--- src/rtl/uart_result_tx.sv ---
// Result-byte transmitter: a small FIFO drained by an 8N1 UART serializer.
// Upstream logic pushes bytes at will; the serializer pops one whenever the line is idle.
module uart_result_tx #(
    parameter int CLKS_PER_BIT = 217,
    parameter int FIFO_DEPTH   = 8,
    parameter int DATA_W       = 8
) (
    input  logic              clk,
    input  logic              rst,
    input  logic              wr_en,
    input  logic [DATA_W-1:0] din,
    output logic              full,
    output logic              empty,
    output logic              overflow,
    output logic              tx_busy,
    output logic              tx_serial
);

    localparam int PTR_W  = (FIFO_DEPTH > 1) ? $clog2(FIFO_DEPTH) : 1;
    localparam int CNT_W  = $clog2(FIFO_DEPTH + 1);
    localparam int BAUD_W = $clog2(CLKS_PER_BIT);

    localparam logic [CNT_W-1:0]  DEPTH_C   = CNT_W'(FIFO_DEPTH);
    localparam logic [BAUD_W-1:0] BAUD_LAST = BAUD_W'(CLKS_PER_BIT - 1);

    typedef enum logic [1:0] {IDLE, START, DATA, STOP} state_t;

    logic [DATA_W-1:0] mem [FIFO_DEPTH];
    logic [PTR_W-1:0]  rd_ptr;
    logic [PTR_W-1:0]  wr_ptr;
    logic [CNT_W-1:0]  count;

    state_t            state;
    logic [BAUD_W-1:0] baud_cnt;
    logic [2:0]        bit_idx;
    logic [DATA_W-1:0] sh;

    logic pop;
    logic push;

    assign empty = (count == '0);
    assign full  = (count == DEPTH_C);

    // A pop in the same cycle frees a slot, so a write while full is still accepted.
    assign pop  = (state == IDLE) && !empty;
    assign push = wr_en && (!full || pop);

    always_ff @(posedge clk or posedge rst) begin
        if (rst) begin
            count    <= '0;
            rd_ptr   <= '0;
            wr_ptr   <= '0;
            overflow <= 1'b0;
        end else begin
            overflow <= wr_en && full && !pop;
            if (push) wr_ptr <= wr_ptr + PTR_W'(1);
            if (pop)  rd_ptr <= rd_ptr + PTR_W'(1);
            case ({push, pop})
                2'b10:   count <= count + CNT_W'(1);
                2'b01:   count <= count - CNT_W'(1);
                default: count <= count;
            endcase
        end
    end

    always_ff @(posedge clk) begin
        if (push) mem[wr_ptr] <= din;
        if (pop)  sh <= mem[rd_ptr];
    end

    // Line driver: every output is a flop, so tx_serial cannot glitch.
    always_ff @(posedge clk or posedge rst) begin
        if (rst) begin
            state     <= IDLE;
            tx_serial <= 1'b1;
            tx_busy   <= 1'b0;
            baud_cnt  <= '0;
            bit_idx   <= '0;
        end else begin
            case (state)
                IDLE: begin
                    tx_serial <= 1'b1;
                    baud_cnt  <= '0;
                    if (!empty) begin
                        state     <= START;
                        tx_serial <= 1'b0;
                        tx_busy   <= 1'b1;
                        bit_idx   <= '0;
                    end
                end
                START: begin
                    if (baud_cnt == BAUD_LAST) begin
                        baud_cnt  <= '0;
                        state     <= DATA;
                        tx_serial <= sh[0];
                    end else begin
                        baud_cnt <= baud_cnt + BAUD_W'(1);
                    end
                end
                DATA: begin
                    if (baud_cnt == BAUD_LAST) begin
                        baud_cnt <= '0;
                        if (bit_idx == 3'd7) begin
                            state     <= STOP;
                            tx_serial <= 1'b1;
                        end else begin
                            bit_idx   <= bit_idx + 3'd1;
                            tx_serial <= sh[bit_idx + 3'd1];
                        end
                    end else begin
                        baud_cnt <= baud_cnt + BAUD_W'(1);
                    end
                end
                STOP: begin
                    if (baud_cnt == BAUD_LAST) begin
                        baud_cnt <= '0;
                        state    <= IDLE;
                        tx_busy  <= 1'b0;
                    end else begin
                        baud_cnt <= baud_cnt + BAUD_W'(1);
                    end
                end
                default: begin
                    state     <= IDLE;
                    tx_serial <= 1'b1;
                    tx_busy   <= 1'b0;
                end
            endcase
        end
    end

endmodule

--- config.mk ---
export PLATFORM = sky130hd
export DESIGN_NAME = uart_result_tx
export DESIGN_NICKNAME = d
export VERILOG_FILES = /design/src/rtl/uart_result_tx.sv
export SDC_FILE = /design/constraint.sdc
export NUM_CORES = 1
export LEC_CHECK = 0
export ABC_AREA = 1
export CAP_MARGIN = 20
export CELL_PAD_IN_SITES_DETAIL_PLACEMENT = 1
export CELL_PAD_IN_SITES_GLOBAL_PLACEMENT = 1
export CORE_ASPECT_RATIO = 1.25
export CORE_MARGIN = 5
export CORE_UTILIZATION = 45
export CTS_BUF_LIST = sky130_fd_sc_hd__clkbuf_16
export CTS_CLUSTER_DIAMETER = 60
export DETAILED_ROUTE_END_ITERATION = 8
export GPL_ROUTABILITY_DRIVEN = 0
export GPL_TIMING_DRIVEN = 0
export HOLD_SLACK_MARGIN = 0.12
export PLACE_DENSITY_LB_ADDON = 0.12
export SYNTH_ARGS = -nofsm -noshare
export SYNTH_HDL_FRONTEND = slang
export SYNTH_SLANG_ARGS = --single-unit
--- constraint.sdc ---
create_clock -name clk -period 3.9 [get_ports clk]
set_input_delay 0.39 -clock clk [delete_from_list [all_inputs] [get_ports clk]]
set_output_delay 0.39 -clock clk [all_outputs]
set_load 0.01 [all_outputs]
==> impl_results.md, run 1 <==
- Status: completed
- Hold Path Class: in2async
- Number of flops mapped to enable cells by yosys: 72
- CP Max Fanout: 8
- Fin crit share: 70.09%
- Detailed Place HPWL: 6794 um
- Avg Synthesized Cell Area: 10.76 um2
- Post-DR wirelength/cell: 17.23 um
- DR pass1 iterations: 4
- Synth cell types: 31
- PD cells: 508.9 nW/um2
- Post-synthesis sequential area ratio: 65.36%
- Port buffer count: 15
- VDD IR max: 294.2 uV
- Final Util: 51.79%
- FP Rows: 40
- Chip Height: 119.4 um
- Global-route track usage on met1: 18.53%
- Minimum hold slack: 333.9 ps
- CP required: 3860 ps
- Reg2reg path depth: 7
- Clock tree buffer depth: 2
- Fin. max-slew vios: 0
- Setup ws final: 1167 ps
- GRT Util Overall: 17.35%
- Final Hold Viols: 0
- Worst-path clk slew: 60 ps
- Dpl cells: 542
- Maxcap violations: 0
- Gr busiest metal: met2
- Worst reg2reg path startpoint: state[0]
- Synth area leader: edfxtp_1
- Slew @ Worst Pin: 955.9 ps
- Vias in the first global route: 3,149
- Ys flop type: edfxtp_1
- Fmax: 365.8 MHz
- Clock net sink count: 98
- Multi-input logic area: 1300 um2
- Share of layout cells above drive strength 1: 7.889%
- CTS Root Buffer Type: clkbuf_16
- Sw frac: 25.91%
- Clock latency on the worst-skew pair: 340 ps
- Core area: 9509 um2
- Pre-CTS setup slack: 1132 ps
- Worst Skew: 7.729 ps
- Vias per cell: 5.230
- Layout area overhead: 14.39%
- Antenna-violating nets left: 0
- # H-tree levels: 3
- FF-to-FF setup slack: 1170 ps
- Die width: 97.49 um
- FF-to-FF End: mem[0][1]
- First DRT Iteration DRCs: 118
- Comb pwr share: 13.1%
- Total grt overflow: 0
- Met2 Resource Use GR: 33.70%
- Register area: 2814 um2
- Met3 usage: 3.163%
- Filler cell count: 1,048
- Leak Pwr: 0.001935 uW
- Syn nets: 424
- Internal power: 1857 uW
- Die area: 11,640 um2
- Inserted Clock Buffers: 9
- Cts hold-fix bufs: 0
- Worst setup SP type: flip-flop
- DR DRC count: 0
- Clock power frac: 34.0%
- Yosys warns: 0
- Critical path class: reg2reg
- Switching Power: 649.4 uW
- Post-Layout Cell Count: 557
- CTS tree: done
- Net count reported at finish: 451
- Global-route wire length before repair: 15,710 um
- I/O pin cnt: 16
- Mapped Cells: 400
- Finish-stage setup viols: 0
- Number of antenna diodes: 0
- Post-CTS Setup Repair Bufs: 0
- WP data arrival: 2690 ps
- Resize count post-CTS: 0
- Largest net degree at the start of global routing: 21
- Post-synthesis register bit count: 98
- Slew Limit Headroom: 36.04%
- Vias: 2,913
- Initial Util: 45.28%
- Post-Route WL: 9596 um
- Top cell type's share of synthesized area: 50.22%
- Initial antenna violation count: 0
- Post-synthesis cell area: 4305 um2
- Post-layout minimum cycle time: 2733 ps
- Asr flop ratio synth: 26.53%
- CP Capture Type: flip-flop
- Sequential group share of total power: 52.8%
- RSZ-0062 raised after global routing: false
- Setup TNS: 0 ps
- Largest cells by area after synthesis: edfxtp_1 50%, dfrtp_1 15%, nor2_1 6.9%, o21ai_0 5.1%, nand2_1 4.6%
-- cells in the final DEF (no fill, tap or decap), types with 4 or more instances in the layout --
cell type,instances
o21ai_0,44
nor2_1,79
inv_1,37
ha_1,13
a31oi_1,8
clkbuf_16,9
a21oi_1,6
xor2_1,5
nand3_1,12
clkdlybuf4s50_1,15
nand2_1,53
nor3_1,4
edfxtp_1,72
nand2_2,4
o22ai_1,8
dfrtp_1,25
buf_2,6
-- cell usage after synthesis (4+ instances only) --
| library cell | count |
|---|---|
| nor2_1 | 79 |
| edfxtp_1 | 72 |
| inv_1 | 36 |
| ha_1 | 13 |
| nand2_2 | 4 |
| nand3_1 | 12 |
| buf_2 | 6 |
| o21ai_0 | 44 |
| xor2_1 | 5 |
| dfrtp_1 | 25 |
| nor3_1 | 4 |
| o22ai_1 | 8 |
| nand2_1 | 53 |
| a31oi_1 | 8 |
| a21oi_1 | 6 |
-- registers in the layout, summed over array words and instances (netlist names) --
register   flops
baud_cnt       8
bit_idx        3
count          4
mem           64
overflow       1
rd_ptr         3
sh             8
state          2
tx_busy        1
tx_serial      1
wr_ptr         3
-- routing by layer --
metal  vias to the layer above  share of wire (%)
met5                         -                  0
met2                        28                 57
met1                      1451                 40
met3                        13                1.9
met4                         0                1.6
li1                       1421                  -
-- power by group through the flow --
stage	logic, uW	registers (uW)	clock network, uW
global route	377	1330	920
detailed placement	337	1340	0
floorplan	224	1320	0
finish	329	1320	853
CTS	339	1320	871
global placement	318	1340	0
-- per-stage QoR --
step	power, uW	cell area (um2)
floorplan	1547	4305
global placement	1656	4613
detailed placement	1680	4641
CTS	2534	4925
global route	2632	4925
finish	2506	4925
-- final cells by class --
| cell class | instances | share of cell area (%) |
|---|---|---|
| Inverter | 40 | 3.049 |
| Clock buffer | 9 | 4.573 |
| Buffer | 9 | 0.8384 |
| Multi-Input combinational cell | 253 | 26.40 |
| Timing Repair Buffer | 16 | 3.608 |
| Clock inverter | 6 | 1.194 |
| Tap cell | 126 | 3.201 |
| Sequential cell | 98 | 57.14 |
-- worst max-delay path, stage by stage (launching register included) --
cell	delay, ps
dfrtp_1	430
inv_1	130
ha_1	370
inv_1	140
nand2_2	120
nand2_2	90
or2_2	340
nor2_1	740
-- worst max-delay path by stage --
stage	start	endpoint	slack, ps
detailed placement	state[0]	mem[0][3]	1130
global placement	state[0]	mem[0][3]	1250
global route	state[0]	mem[0][1]	1020
CTS	state[0]	mem[0][1]	1120
floorplan	state[0]	mem[4][0]	1780
finish	state[0]	mem[0][1]	1170
-- kinds of logic after synthesis --
group	after synthesis	share of synthesized area, %
flops	98	65.36
compound gates	72	9.038
fa+ha+maj	13	3.778
simple gates	163	16.36
xor+xnor	5	1.017
buf+inv	49	4.446
No activity file was read; power rests on OpenSTA's default activity.
==> run 2: changes to the inputs <==
--- a/config.mk
+++ b/config.mk
@@ -11,7 +11,7 @@
 export CELL_PAD_IN_SITES_GLOBAL_PLACEMENT = 1
 export CORE_ASPECT_RATIO = 1.25
 export CORE_MARGIN = 5
-export CORE_UTILIZATION = 45
+export CORE_UTILIZATION = 44
 export CTS_BUF_LIST = sky130_fd_sc_hd__clkbuf_16
 export CTS_CLUSTER_DIAMETER = 60
 export DETAILED_ROUTE_END_ITERATION = 8
==> constraint.sdc (replaced) <==
create_clock -name clk -period 2.5 [get_ports clk]
set_input_delay 0.25 -clock clk [delete_from_list [all_inputs] [get_ports clk]]
set_output_delay 0.25 -clock clk [all_outputs]
set_load 0.01 [all_outputs]
==> run 2 against run 1 <==
Hold slack worse by 79 ps; the flow now finishes with violations (negative setup slack); design area is 1.2% higher; via count hardly changed; sequential power is 56% higher; largest cell class unchanged; flip-flop and latch count stayed put; global-route usage is 0.57 points lower; largest power group unchanged; first-iteration DRC count is 6.8% higher; maximum frequency is 7.7% higher; count of clock-buffer cells in the layout stayed put; wire length is 3.6% lower; critical path depth is 1 higher; clock skew is 1.8 ps higher.
==> impl_results.md, run 2 (synthesis results as in run 1) <==
- Status: finished with violations
- Failing checks: negative setup slack
- Fin. max-slew vios: 0 (unchanged)
- Post-layout minimum cycle time: 2538 ps (-195.9 ps)
- I/O pin cnt: 16 (unchanged)
- Worst setup SP type: flip-flop
- CP required: 2470 ps (-1390 ps)
- Inserted Clock Buffers: 9 (unchanged)
- DR DRC count: 0 (unchanged)
- Sequential group share of total power: 51.0% (-1.8 points)
- DR pass1 iterations: 4 (unchanged)
- Net count reported at finish: 451 (unchanged)
- Maxcap violations: 0 (unchanged)
- Regs by FF count: mem x64, baud_cnt x8, sh x8
- Clock latency on the worst-skew pair: 350 ps (about the same)
- Fmax: 394.1 MHz (+7.7%)
- Vias in the first global route: 3,174 (+0.79%)
- Share of layout cells above drive strength 1: 9.954% (+2.1 points)
- Commonest non-fill, non-tap cell in the layout: nor2_1
- Initial antenna violation count: 0 (unchanged)
- Levels on crit path: 8 (+1)
- Reg2reg path depth: 8 (+1)
- Slowest stage delay, CP: 660 ps (-80 ps)
- RSZ-0062 raised after global routing: true
- Worst reg2reg path startpoint: state[1]
- Detailed Place HPWL: 6710 um (-1.2%)
- Chip Height: 120.6 um (+1.0%)
- Antenna-violating nets left: 0 (unchanged)
- First DRT Iteration DRCs: 126 (+6.8%)
- Largest delay share family, worst path: simple AND/OR/NAND/NOR gates
- Internal power: 2936 uW (+58%)
- Fin crit share: 101.5% (+31 points)
- Die width: 98.48 um (+1.0%)
- Total grt overflow: 0 (unchanged)
- # H-tree levels: 3 (unchanged)
- Port buffer count: 15 (unchanged)
- Largest Register: mem
- Vias: 2,911 (-0.069%)
- Critical-path cell list: inv_1 -> ha_1 -> inv_1 -> nand2_2 -> nand2_2 -> inv_2 -> nand2_1 -> nor2_1
- Finish-stage setup viols: 16 (+16)
- CP max stage cell: nor2_1
- FF-to-FF End: mem[7][3]
- PD cells: 809.7 nW/um2 (+59%)
- Most used cells in the layout excluding fill and tap cells: 74 x nor2_1, 72 x edfxtp_1, 53 x nand2_1
- Hold Path Class: in2async
- Switching Power: 1100 uW (+69%)
- Die area: 11,880 um2 (+2.1%)
- Layout area overhead: 15.78%
- Post-Layout Cell Count: 558 (+0.18%)
- Vias per cell: 5.217 (-0.25%)
- Cell area after layout: 4985 um2 (+1.2%)
- WP data arrival: 2510 ps (-180 ps)
- Largest net degree at the start of global routing: 27 (+29%)
- GRT Util Overall: 16.79% (-0.57 points)
- Number of antenna diodes: 0 (unchanged)
- Pre-CTS setup slack: -143.0 ps (-1275 ps)
- CTS Root Buffer Type: clkbuf_16
- Core area: 9609 um2 (+1.1%)
- Clock net sink count: 98 (unchanged)
- VDD IR max: 508.9 uV (+73%)
- Multi-input logic area: 1333 um2 (+2.5%)
- Initial Util: 44.80% (-0.47 points)
- FP Rows: 40 (unchanged)
- Sw frac: 27.25% (+1.3 points)
- CTS tree: done
- CP Capture Type: flip-flop
- CP Max Fanout: 8 (unchanged)
- Critical path class: reg2reg
- FF-to-FF setup slack: -40 ps (-1200 ps)
- Worst path bufs/invs: 3 (+1)
- Setup TNS: -412.6 ps (-412.6 ps)
- Slew Limit Headroom: 44.00% (+8.0 points)
- Post-DP Area: 4613 um2 (-0.59%)
- Global-route wire length before repair: 15,590 um (-0.79%)
- Dpl cells: 541 (-0.18%)
- Slew @ Worst Pin: 837.0 ps (-119.0 ps)
- Post-Route WL: 9253 um (-3.6%)
- Comb pwr share: 13.5% (+0.4 points)
- Setup ws final: -37.53 ps (-1204 ps)
- Final Hold Viols: 0 (unchanged)
- Minimum hold slack: 255.1 ps (-78.82 ps)
- Leak Pwr: 0.001944 uW (+0.44%)
- Worst Skew: 9.498 ps (+1.769 ps)
- Filler cell count: 1,062 (+1.3%)
- Clock tree buffer depth: 2 (unchanged)
- Max reg flops: 64 (unchanged)
- Register area: 2814 um2 (unchanged)
- Worst-path clk slew: 70 ps (about the same)
- Clock power frac: 35.5% (+1.5 points)
- Post-DR wirelength/cell: 16.58 um (-3.7%)
-- run 2: metal layers --
layer | GRT usage, % | share of wire, %
met5 | 0 | 0
met4 | 7.430 | 2.3
met3 | 3.289 | 2.3
met2 | 30.37 | 52
met1 | 19.04 | 44
-- run 2: metrics by stage --
step | power (uW) | utilization, %
2_1_floorplan | 2413 | -
3_3_place_gp | 2582 | 48.01
3_5_place_dp | 2603 | 48.01
4_1_cts | 4045 | 51.35
5_1_grt | 4236 | 51.88
6_report | 4036 | 51.88
-- run 2: worst max path at each step --
stage / from / end / slack [ps]
6_report: state[1] / mem[7][3] / -40
5_1_grt: state[1] / mem[7][2] / -190
4_1_cts: state[1] / mem[7][1] / -40
3_5_place_dp: state[1] / mem[2][5] / -140
3_3_place_gp: state[0] / mem[2][4] / -100
2_1_floorplan: state[0] / mem[4][0] / 380
-- run 2: area by class of cell --
class | instances | area share, %
Clock buffer | 9 | 4.518
Sequential cell | 98 | 56.45
Tap cell | 126 | 3.163
Multi-Input combinational cell | 253 | 26.73
Inverter | 40 | 3.012
Clock inverter | 7 | 1.732
Buffer | 9 | 0.8283
Timing Repair Buffer | 16 | 3.564
-- run 2: repair_timing --
item                       in CTS  in global routing
setup buffers                   0                  0
setup endpoints to repair      56                 64
hold buffers                    0                  0
gates resized for setup         4                  5
-- run 2: power groups by stage --
stage               registers (uW)  clock network (uW)  logic [uW]
CTS                           2060                1460         524
finish                        2060                1430         546
global route                  2080                1540         617
global placement              2090                   0         496
detailed placement            2090                   0         509
floorplan                     2060                   0         350
==> run 3: changes to the inputs <==
--- a/config.mk
+++ b/config.mk
@@ -9,7 +9,7 @@
 export CAP_MARGIN = 20
 export CELL_PAD_IN_SITES_DETAIL_PLACEMENT = 1
 export CELL_PAD_IN_SITES_GLOBAL_PLACEMENT = 1
-export CORE_ASPECT_RATIO = 1.25
+export CORE_ASPECT_RATIO = 0.6
 export CORE_MARGIN = 5
 export CORE_UTILIZATION = 44
 export CTS_BUF_LIST = sky130_fd_sc_hd__clkbuf_16
==> run 3 against run 2 <==
Total power about the same; critical path type unchanged; combinational power up 4.2%; core utilization down 0.38 points; critical endpoint is now mem[2][1]; the flow still finishes with violations (negative setup slack); wire length up 8.5%; flip-flop and latch count unchanged; die area up 0.44%.
==> impl_results.md, run 3 (synthesis results as in run 1) <==
- Commonest non-fill, non-tap cell in the layout: edfxtp_1
- Comb pwr share: 14.1% (+0.6 points)
- Share of layout cells above drive strength 1: 10.19% (+0.23 points)
- Chip Height: 86.62 um (-28%)
- Global-route wire length before repair: 16,620 um (+6.6%)
- Critical path class: reg2reg
- Vias in the first global route: 3,102 (-2.3%)
- Post-Route WL: 10,040 um (+8.5%)
- WP data arrival: 2480 ps (-30 ps)
- Sequential group share of total power: 51.1% (about the same)
- Detailed Place HPWL: 7096 um (+5.8%)
- Clock latency on the worst-skew pair: 340 ps (about the same)
- Critical-path cell list: inv_1 -> ha_1 -> inv_1 -> nand2_2 -> nand2_2 -> or2_2 -> nor2_2
- Die area: 11,930 um2 (+0.44%)
- FP Rows: 28 (-30%)
- RSZ-0062 raised after global routing: true
- PD cells: 808.0 nW/um2 (-0.20%)
- Finish-stage setup viols: 1 (-15)
- Max reg flops: 64 (unchanged)
- Post-layout minimum cycle time: 2501 ps (-36.88 ps)
- Clock power frac: 34.8% (-0.7 points)
- Worst Skew: 3.800 ps (-5.698 ps)
- # H-tree levels: 3 (unchanged)
- Vias per cell: 5.217 (about the same)
- Inserted Clock Buffers: 9 (unchanged)
- Failing checks: negative setup slack
- Worst setup SP type: flip-flop
- Clock net sink count: 98 (unchanged)
- Core area: 9704 um2 (+0.99%)
- CTS Root Buffer Type: clkbuf_16
- CP Max Fanout: 8 (unchanged)
- Total grt overflow: 0 (unchanged)
- GRT Util Overall: 19.04% (+2.3 points)
- Internal power: 2967 uW (+1.1%)
- Sw frac: 26.52% (-0.74 points)
- Port buffer count: 15 (unchanged)
- FF-to-FF End: mem[2][1]
- Final Util: 51.50% (-0.38 points)
- Most used cells in the layout excluding fill and tap cells: 72 x edfxtp_1, 71 x nor2_1, 53 x nand2_1
- Slowest stage delay, CP: 460 ps (-200 ps)
- Slew Limit Headroom: 60.69% (+17 points)
- Final Hold Viols: 0 (unchanged)
- Fin crit share: 100.0% (-1.5 points)
- Largest Register: mem
- First DRT Iteration DRCs: 214 (+70%)
- Clock tree buffer depth: 2 (unchanged)
- Register area: 2814 um2 (unchanged)
- Regs by FF count: mem x64, baud_cnt x8, sh x8
- Antenna-violating nets left: 0 (unchanged)
- Worst reg2reg path startpoint: state[0]
- Dpl cells: 551 (+1.8%)
- Worst-path clk slew: 60 ps (about the same)
- Status: finished with violations
- Post-Layout Cell Count: 567 (+1.6%)
- Filler cell count: 1,071 (+0.85%)
- Die width: 137.7 um (+40%)
- Hold Path Class: in2async
- Setup ws final: -0.6430 ps (+36.88 ps)
- Net count reported at finish: 451 (unchanged)
- Maxcap violations: 0 (unchanged)
- Initial Util: 44.37% (-0.44 points)
- FF-to-FF setup slack: -0.6 ps (+40 ps)
- Pre-CTS setup slack: -199.8 ps (-56.71 ps)
- DR DRC count: 0 (unchanged)
- CP max stage cell: nor2_2
- Reg2reg path depth: 7 (-1)
- VDD IR max: 461.8 uV (-9.3%)
- Vias: 2,958 (+1.6%)
- CP Capture Type: flip-flop
- Fmax: 399.9 MHz (+1.5%)
- Number of antenna diodes: 0 (unchanged)
- Largest net degree at the start of global routing: 21 (-22%)
- CTS tree: done
- Fin. max-slew vios: 0 (unchanged)
- Switching Power: 1071 uW (-2.7%)
- Multi-input logic area: 1340 um2 (+0.56%)
- CP required: 2480 ps (about the same)
- Leak Pwr: 0.001945 uW (about the same)
- I/O pin cnt: 16 (unchanged)
- Slew @ Worst Pin: 589.6 ps (-247.4 ps)
- DR pass1 iterations: 4 (unchanged)
- Layout area overhead: 16.07%
- Initial antenna violation count: 0 (unchanged)
- Post-DR wirelength/cell: 17.71 um (+6.8%)
run 3: cell type report:
| class | count | share of cell area, % |
|---|---|---|
| clock inverters | 6 | 1.102 |
| inverters | 40 | 3.005 |
| plain buffers | 9 | 0.8262 |
| repair buffers | 16 | 3.555 |
| multi-input cells | 253 | 26.82 |
| well taps | 135 | 3.380 |
| flip-flops and latches | 98 | 56.31 |
| clock buffers | 10 | 5.008 |
run 3: what timing repair did:
item | 4_1_cts | 5_1_grt
setup endpoints to repair | 64 | 64
gates resized for setup | 5 | 7
buffers inserted | 0 | 0
hold buffers | 0 | 0
run 3: stage by stage:
step	hold slack (ps)	TNS, ps	power (uW)	cell area, um2
2_1_floorplan	289.3	0	2413	4305
3_3_place_gp	464.1	-3497	2584	4624
3_5_place_dp	456.5	-7954	2624	4652
4_1_cts	158.5	-1883	4054	4970
5_1_grt	209.3	-3667	4268	4997
6_report	161.6	-0.6430	4038	4997
run 3: worst max-delay path by stage:
| stage | to | start | depth (start not counted) | slack (ps) |
|---|---|---|---|---|
| 3_5_place_dp | mem[2][0] | state[0] | 7 | -200 |
| 5_1_grt | mem[4][3] | state[0] | 7 | -130 |
| 3_3_place_gp | mem[2][1] | state[0] | 7 | -140 |
| 4_1_cts | mem[7][5] | state[0] | 8 | -100 |
| 6_report | mem[2][1] | state[0] | 7 | -0.6 |
| 2_1_floorplan | mem[4][0] | state[0] | 7 | 380 |
run 3: power by group through the flow:
| stage | Clock (uW) | Sequential (uW) | Combinational (uW) |
|---|---|---|---|
| after CTS | 1440 | 2060 | 547 |
| after global routing | 1530 | 2080 | 659 |
| after detailed placement | 0 | 2100 | 527 |
| after global placement | 0 | 2090 | 497 |
| final | 1410 | 2060 | 569 |
| after floorplan | 0 | 2060 | 350 |
run 3: layer usage:
layer | vias to the layer above | wire, um | global-route usage (%)
li1 | 1423 | - | -
met1 | 1476 | 5010 | 26.80
met2 | 52 | 4413 | 28.32
met3 | 7 | 496 | 6.439
met4 | 0 | 121 | 5.291
met5 | - | 0 | 0
run 3: critical path, delay by kind of cell (launching register included):
family | cells | cell delay, ps
adders and majority gates | 1 | 390
buffers and inverters | 2 | 280
DFF | 1 | 430
and+or+nand+nor | 4 | 1010
==> RTL change, RTL diff (settings of run 2) <==
Encoding of `state_t`: now one-hot (4 bits for 4 states).
--- a/src/rtl/uart_result_tx.sv
+++ b/src/rtl/uart_result_tx.sv
@@ -23,7 +23,7 @@
     localparam logic [CNT_W-1:0]  DEPTH_C   = CNT_W'(FIFO_DEPTH);
     localparam logic [BAUD_W-1:0] BAUD_LAST = BAUD_W'(CLKS_PER_BIT - 1);
 
-    typedef enum logic [1:0] {IDLE, START, DATA, STOP} state_t;
+    typedef enum logic [3:0] {IDLE = 4'b0001, START = 4'b0010, DATA = 4'b0100, STOP = 4'b1000} state_t;
 
     logic [DATA_W-1:0] mem [FIFO_DEPTH];
     logic [PTR_W-1:0]  rd_ptr;
Check against the original RTL: same outputs for any inputs over 10 cycles, from zero or initial values and one cycle with rst high; not proved beyond that.
==> RTL change against run 2 <==
  * Sequential cell count up 2
  * Cell count up 2.2%
  * Cell area up 2.6%
  * Synthesized area increased by 4.0%
  * Worst setup slack better by 230 ps
  * Global-route usage grew 0.26 points
  * Wire length grew 3.4%
Power is not compared: it rests on default switching activity, and its combinational part moved more than twofold at a synthesized area within 25%.
==> RTL change: results (changes against run 2) <==
metric,value,unit,change
# fillers,1106,,+4.1%
adder-cell share of the synthesized area,1.96,%,-1.8 points
Avg Vias per Cell,5.16,,-1.1%
status,completed,,
"Distinct cells, synth",36,,+16%
Gate Count Post-Synth,410,,+2.5%
layout cell share with drive strength beyond 1,13.8,%,+3.9 points
vias in the first global route,3169,,-0.16%
Synth Area in XOR/XNOR,1.96,%,+0.94 points
Total GRT Usage,17.0,%,+0.26 points
Synth area leaders,"edfxtp_1, dfrtp_1, nor2_1",,
most frequent cells after synthesis,"edfxtp_1, nor2_1, nand2_1",,
final core utilization,50.9,%,-0.99 points
Synth top area share,48.3,%,-1.9 points
pin count of the biggest net entering global routing,22,,-19%
"Arr. time, crit path",2280,ps,-230 ps
count of final setup violators,0,,-16
Place WS,98.1,ps,+241 ps
final WL,9560,um,+3.4%
syn nets,428,,+0.94%
Placed Cells,555,,+2.6%
1st-iter DRT viols,81,,-36%
first-pass GRT wire length,15800,um,+1.1%
Final Instance Count excl. Fillers,570,,+2.2%
Layout Skew,7.01,ps,-2.49 ps
critical path's largest stage delay,680,ps,+20 ps
Synth Area in Compound Gates,9.28,%,+0.24 points
-- RTL change: what timing repair did --
item	4_1_cts	5_1_grt
gates resized for setup	0	1
endpoints found under the hold margin	0	0
buffers inserted	0	0
endpoints found under the setup margin	0	4
-- RTL change: area by class of cell --
type                    instances  share of cell area, %
repair buffers                 16                   3.47
clock inverters                 6                   1.42
well taps                     129                   3.15
multi-input cells             255                   27.4
plain buffers                   9                  0.709
flip-flops and latches        100                   56.0
clock buffers                   9                   4.40
inverters                      46                   3.47
-- RTL change: cells by family (layout without fill, tap and decap cells) --
family	Yosys count	in the layout
compound gates	75	75
xor+xnor	10	10
buf+inv	55	86
flops	100	100
simple gates	163	163
fa+ha+maj	7	7
-- RTL change: power by group --
group | total, mW | switching (mW) | internal [mW]
logic | 2.24 | 1.50 | 0.732
clock network | 1.40 | 0.619 | 0.783
registers | 2.45 | 0.217 | 2.23
-- RTL change: layer usage --
metal / GRT usage [%] / routed length [um] / vias up
met5: 0 / 0 / -
met3: 2.67 / 179 / 14
li1: - / - / 1451
met1: 19.0 / 3900 / 1445
met4: 6.74 / 196 / 0
met2: 32.1 / 5290 / 31
-- RTL change: worst paths after layout --
path                            slack [ps]               endpoint                  start
worst max-delay path                   190    mem[3][7]$_DFFE_PP_   state[0]$_DFFE_PP1P_
worst min-delay path                   190   count[0]$_DFFE_PP0P_                    rst
worst max register to register         190    mem[3][7]$_DFFE_PP_   state[0]$_DFFE_PP1P_
worst min register to register         500  tx_serial$_DFFE_PP1P_  tx_serial$_DFFE_PP1P_
max in group asynchronous             1780  tx_serial$_DFFE_PP1P_                    rst
min in group clk                       500  tx_serial$_DFFE_PP1P_  tx_serial$_DFFE_PP1P_
